===== src/rtl/ras_ckpt_stack_pkg.sv =====
// Shared types and constants for the return-address stack and its checkpoint table.
package ras_ckpt_stack_pkg;

  localparam int RAS_CKPT_NUM     = 8;
  localparam int RAS_TICKET_BITS  = $clog2(RAS_CKPT_NUM);  // width of predictor_update.ticket
  localparam int RAS_PTR_MAX_BITS = 8;                     // checkpoint fields cover depths up to 256
  localparam int RAS_CNT_MAX_BITS = 9;

  typedef struct packed {
    logic [RAS_PTR_MAX_BITS-1:0] tos;
    logic [RAS_CNT_MAX_BITS-1:0] count;
  } ras_ckpt_s;

endpackage


===== src/rtl/ras_ckpt_table.sv =====
// Ticket-indexed checkpoint register file: one write port, one async read port.
module ras_ckpt_table
  import ras_ckpt_stack_pkg::*;
#(
  parameter int CKPT_NUM    = RAS_CKPT_NUM,
  parameter int TICKET_BITS = $clog2(CKPT_NUM)
) (
  input  logic                   clk,
  input  logic                   rst_n,
  input  logic                   clear_i,
  input  logic                   we_i,
  input  logic [TICKET_BITS-1:0] wr_ticket_i,
  input  ras_ckpt_s              wr_data_i,
  input  logic [TICKET_BITS-1:0] rd_ticket_i,
  output ras_ckpt_s              rd_data_o
);

  ras_ckpt_s slot_q [CKPT_NUM];

  always_ff @(posedge clk or negedge rst_n) begin
    if (!rst_n) begin
      for (int unsigned i = 0; i < CKPT_NUM; i++) slot_q[i] <= '0;
    end else if (clear_i) begin
      for (int unsigned i = 0; i < CKPT_NUM; i++) slot_q[i] <= '0;
    end else if (we_i) begin
      slot_q[wr_ticket_i] <= wr_data_i;
    end
  end

  // Read sees the pre-write value, so a same-cycle save+restore of one slot restores the old state.
  assign rd_data_o = slot_q[rd_ticket_i];

endmodule


===== src/rtl/ras_ckpt_stack.sv =====
// Circular return-address stack with overflow wrap and one-cycle checkpoint restore.
module ras_ckpt_stack
  import ras_ckpt_stack_pkg::*;
#(
  parameter int PC_BITS     = 32,
  parameter int RAS_DEPTH   = 8,
  parameter int CKPT_NUM    = RAS_CKPT_NUM,
  parameter int TICKET_BITS = $clog2(CKPT_NUM),
  parameter int CNT_BITS    = $clog2(RAS_DEPTH + 1)
) (
  input  logic                   clk,
  input  logic                   rst_n,
  input  logic                   flush_i,
  input  logic                   push_i,
  input  logic [PC_BITS-1:0]     push_addr_i,
  input  logic                   pop_i,
  input  logic                   ckpt_save_i,
  input  logic [TICKET_BITS-1:0] ckpt_ticket_i,
  input  logic                   restore_i,
  input  logic [TICKET_BITS-1:0] restore_ticket_i,
  output logic                   top_valid_o,
  output logic [PC_BITS-1:0]     top_addr_o,
  output logic [CNT_BITS-1:0]    count_o,
  output logic                   overflow_o
);

  localparam int PTR_BITS = $clog2(RAS_DEPTH);

  logic [PC_BITS-1:0]  stack_q [RAS_DEPTH];
  logic [PTR_BITS-1:0] tos_q, tos_d, tos_inc, tos_dec, wr_ptr;
  logic [CNT_BITS-1:0] cnt_q, cnt_d;
  logic                ovf_q, ovf_d;
  logic                wr_en;
  logic                full, empty;
  ras_ckpt_s           save_data, restore_data;

  assign full  = (cnt_q == CNT_BITS'(RAS_DEPTH));
  assign empty = (cnt_q == '0);

  // Explicit wrap compares keep non-power-of-two depths correct.
  assign tos_inc = (tos_q == PTR_BITS'(RAS_DEPTH - 1)) ? '0 : tos_q + 1'b1;
  assign tos_dec = (tos_q == '0) ? PTR_BITS'(RAS_DEPTH - 1) : tos_q - 1'b1;

  always_comb begin
    save_data       = '0;
    save_data.tos   = RAS_PTR_MAX_BITS'(tos_q);
    save_data.count = RAS_CNT_MAX_BITS'(cnt_q);
  end

  ras_ckpt_table #(
    .CKPT_NUM    (CKPT_NUM),
    .TICKET_BITS (TICKET_BITS)
  ) u_ckpt_table (
    .clk         (clk),
    .rst_n       (rst_n),
    .clear_i     (flush_i),
    .we_i        (ckpt_save_i && !flush_i),
    .wr_ticket_i (ckpt_ticket_i),
    .wr_data_i   (save_data),
    .rd_ticket_i (restore_ticket_i),
    .rd_data_o   (restore_data)
  );

  always_comb begin
    tos_d  = tos_q;
    cnt_d  = cnt_q;
    wr_en  = 1'b0;
    wr_ptr = tos_q;
    ovf_d  = 1'b0;
    if (flush_i) begin
      tos_d = '0;
      cnt_d = '0;
    end else if (restore_i) begin
      tos_d = PTR_BITS'(restore_data.tos);
      cnt_d = CNT_BITS'(restore_data.count);
    end else if (push_i && pop_i && !empty) begin
      // Return then call: replace the top in place.
      wr_en = 1'b1;
    end else if (push_i) begin
      tos_d  = tos_inc;
      wr_en  = 1'b1;
      wr_ptr = tos_inc;
      cnt_d  = full ? cnt_q : cnt_q + 1'b1;
      ovf_d  = full;
    end else if (pop_i && !empty) begin
      tos_d = tos_dec;
      cnt_d = cnt_q - 1'b1;
    end
  end

  always_ff @(posedge clk or negedge rst_n) begin
    if (!rst_n) begin
      tos_q <= '0;
      cnt_q <= '0;
      ovf_q <= 1'b0;
    end else begin
      tos_q <= tos_d;
      cnt_q <= cnt_d;
      ovf_q <= ovf_d;
    end
  end

  always_ff @(posedge clk or negedge rst_n) begin
    if (!rst_n) begin
      for (int unsigned i = 0; i < RAS_DEPTH; i++) stack_q[i] <= '0;
    end else if (wr_en) begin
      stack_q[wr_ptr] <= push_addr_i;
    end
  end

  assign top_valid_o = !empty;
  assign top_addr_o  = stack_q[tos_q];
  assign count_o     = cnt_q;
  assign overflow_o  = ovf_q;

endmodule


===== config.mk =====
export PLATFORM = sky130hd
export DESIGN_NAME = ras_ckpt_stack
export DESIGN_NICKNAME = d
export VERILOG_FILES = /design/src/rtl/ras_ckpt_stack_pkg.sv /design/src/rtl/ras_ckpt_table.sv /design/src/rtl/ras_ckpt_stack.sv
export SDC_FILE = /design/constraint.sdc
export NUM_CORES = 1
export LEC_CHECK = 0
export BUFFER_PORTS_ARGS = -buffer_cell sky130_fd_sc_hd__buf_2
export CAP_MARGIN = 30
export CORE_AREA = 3 3 176 178
export CTS_CLUSTER_SIZE = 25
export DETAILED_ROUTE_END_ITERATION = 6
export DIE_AREA = 0 0 179 181
export PLACE_DENSITY = 0.71
export SLEW_MARGIN = 20
export SYNTH_ARGS = -nofsm -noshare
export SYNTH_HDL_FRONTEND = slang
export SYNTH_SLANG_ARGS = --single-unit

===== constraint.sdc =====
create_clock -name clk -period 2.3 [get_ports clk]
set_clock_uncertainty 0.05 [all_clocks]
set_input_delay 0.115 -clock clk [delete_from_list [all_inputs] [get_ports clk]]
set_output_delay 0.115 -clock clk [all_outputs]
set_load 0.01 [all_outputs]

==> results.toml <==
[cts]
ctsLongestPathBuffers = 3
clk_pin_slew_ps = 60
cts_htree_levels = 2
cts_tree = "yes"
cts_sinks = 320
root_buffer = "clkbuf_16"
cts_buffers = 35
clock_latency_ps = 510

[global_route]
grt_use_total = 0.2229
met3_usage = 0.03405
antenna_found_initial = 0
grt_max_degree = 73
grt_pass1_wl_um = 56610
grt_overflow_total = 0
busiest_layer = "met2"
gr-usage-met1 = 0.3185
gr-usage-met2 = 0.3636
grt_pass1_vias = 9921

[placement]
place_ws_ps = -81.95
portBuffers = 82
dpl.hpwl_um = 19760
place_congestion = 0.7859
placed_area_sq_um = 16290
dp.cells = 1464

[outcome]
violations = "setup timing"
status = "finished with violations"

[synthesis]
ys_seq_area_frac = 0.5320
synthCells = 1013
postSynthNetCount = 1065
synth_top_area_frac = 0.5320
synth_top_cells_by_area = "dfrtp_1, mux2_2, mux4_2"
synthFlopType = "dfrtp_1"
syn_area_per_cell_sq_um = 14.86
ys_async_sr_fraction = 1.000
yosysWarnings = 0
synth_edf_count = 0
synth_area_leader_cell = "dfrtp_1"
synth_area_sq_um = 15050
ys_ff_latch = 320
ys_types = 55

[floorplanning]
die-height_um = 181
ios = 83
start_util = 0.5092
rows = 63
core_area_sq_um = 29560
fp.dieArea_sq_um = 32400
dieWidth_um = 179

[timing]
finalCritPeriodShare = 1.063
final.setup.worst_slack_ps = -145.0
worst_pin_slew_ps = 876.7
whs_ps = 102.5
maxSlewHeadroom = 0.4156
rsz0062_at_grt = "true"
setup-tns-final_ps = -11800
setup_violations = 174
final.min_clock_period_ps = 2445
drv_slew = 0
fmax_ghz = 0.4090
hold_viol = 0

[layout]
layout.cells.non_filler = 1607
final_area_sq_um = 19290
multi_input_area_sq_um = 7067
drive_gt1_frac = 0.5193
syn_to_final_growth_pct = 28.16
fill_cells = 2035
antenna_cells = 0
nNetsFinal = 1246
register_area_sq_um = 8018

[power]
clkPwrFrac = 0.330
comb_power_share = 0.245
p_sw_frac = 0.2487
max-vdd-ir-drop_mv = 0.8055
power_frac_seq = 0.424
p_switching_mw = 4.450
power_density_nw_per_um2 = 927.3
internal-power_mw = 13.44
p_leak_nw = 8.880

[worst_setup_path]
crit_type = "reg -> reg"
critPathMaxFanout = 9
arrival_ps = 2790
crit_required_ps = 2640
cp-start-kind = "flip-flop"
crit_path_end_kind = "flip-flop"

[drt]
routedWlPerCell_um = 23.03
totalWireLength_um = 37000
viasPerCell = 5.823
drt_pass1_iterations = 5
ant_nets = 0
drtIter0Drc = 749
drc = 0
num_vias = 9358

[flow_run]
cap_violations = 0

[min_path]
hp-class = "in -> reg"
==> repair_timing <==
item                                    CTS  global route
buffers inserted                         19            11
pin swaps                                 4             7
hold buffers                             37             0
endpoints found under the setup margin  196           280
endpoints found under the hold margin   326             0
resized for setup                        76            89
gates cloned                             11            11
==> routing by layer <==
| metal | part of all wire | routed length, um |
|---|---|---|
| met3 | 0.049 | 1825 |
| met4 | 0.022 | 797 |
| met1 | 0.43 | 16060 |
| met2 | 0.50 | 18330 |
| met5 | 0 | 0 |
==> worst max-delay path, stage by stage (launching register included) <==
cell	delay [ps]
dfrtp_4	470
clkinvlp_4	150
buf_4	200
or4_4	520
a21oi_4	260
buf_6	170
clkbuf_16	170
mux2_2	340
==> registers in the layout, indices dropped and copies added, names as in the netlist <==
register and flops:
tos_q 3, overflow_o 1, count_o 4, u_ckpt_table.slot_q 56
stack_q 256
==> cell families after synthesis <==
kind of cell             after synthesis  synth area share
multiplexers                         412            0.3696
flip-flops                           320            0.5320
AND/OR/NAND/NOR                      136           0.04239
buffers and inverters                 80           0.02494
AO/OA/AOI/OAI                         55           0.02303
adder cells (fa/ha/maj)                7          0.006317
XOR/XNOR                               3          0.001746
==> cells in the final DEF, fill, tap and decap left out, drive strengths merged, types with 5 or more instances in the layout <==
cell type    count
dfrtp          320
mux2           290
buf            172
mux4            77
clkbuf          59
nor2            56
nand2           46
mux2i           45
dlygate4sd3     37
a21oi           25
o21ai            8
clkinv           6
ha               6
nand4b           5
bufinv           5
==> metrics by stage <==
stage / utilization / power [mW]
6_report: 0.6526 / 17.89
2_1_floorplan: - / 9.985
4_1_cts: 0.6326 / 17.62
3_5_place_dp: 0.5511 / 11.12
3_3_place_gp: 0.5511 / 10.96
5_1_grt: 0.6526 / 18.70
==> synthesized netlist by cell type (2+ instances only) <==
cell type and count:
o21ai_0 7, o31ai_1 4, a31oi_1 4, dfrtp_1 320, or2_2 3, mux2_4 30
nor3_1 3, mux4_2 77, nor2_1 54, nand2b_1 2, a21oi_2 2, nand2_1 46
nor3b_1 2, a21oi_1 23, buf_6 3, mux2_2 254, ha_1 6, mux2i_1 45
nor4_1 2, nor2_2 2, or4_1 2, buf_1 8, a21o_1 2, buf_2 24
inv_1 4, xor2_1 2, a221oi_1 2, mux2_1 6, clkbuf_1 34, nand4_1 4
o22ai_1 2, nand4b_1 5, buf_4 6, or3_1 2
==> layout make-up <==
class	instances	share of cell area
multi-input combinational	613	0.3663
sequential	320	0.4156
inverter	5	0.001427
clock inverter	11	0.009729
tap	390	0.02530
clock buffer	49	0.05344
timing repair buffer	219	0.1282
==> power groups by stage <==
stage               Clock, mW  Combinational, mW  Sequential, mW
floorplan                   0               2.58            7.40
global placement            0               3.40            7.56
detailed placement          0               3.50            7.62
CTS                      6.00               4.07            7.54
global route             6.25               4.72            7.73
finish                   5.91               4.39            7.59
==> path summary, 6_finish.rpt <==
kind                                     startpoint                              endpoint  slack (ps)  cells after the start
max                            tos_q[1]$_DFFE_PN0P_              stack_q[176]$_DFFE_PN0P_        -150                      7
min                                          push_i                  tos_q[1]$_DFFE_PN0P_         100                      3
max reg2reg                    tos_q[1]$_DFFE_PN0P_              stack_q[176]$_DFFE_PN0P_        -150                      7
min reg2reg                stack_q[199]$_DFFE_PN0P_              stack_q[199]$_DFFE_PN0P_         430                      1
max in group asynchronous                     rst_n              stack_q[210]$_DFFE_PN0P_        1290                      3
min in group asynchronous                     rst_n  u_ckpt_table.slot_q[105]$_DFFE_PN0P_         140                      2
No activity file was read; power rests on OpenSTA's default activity.
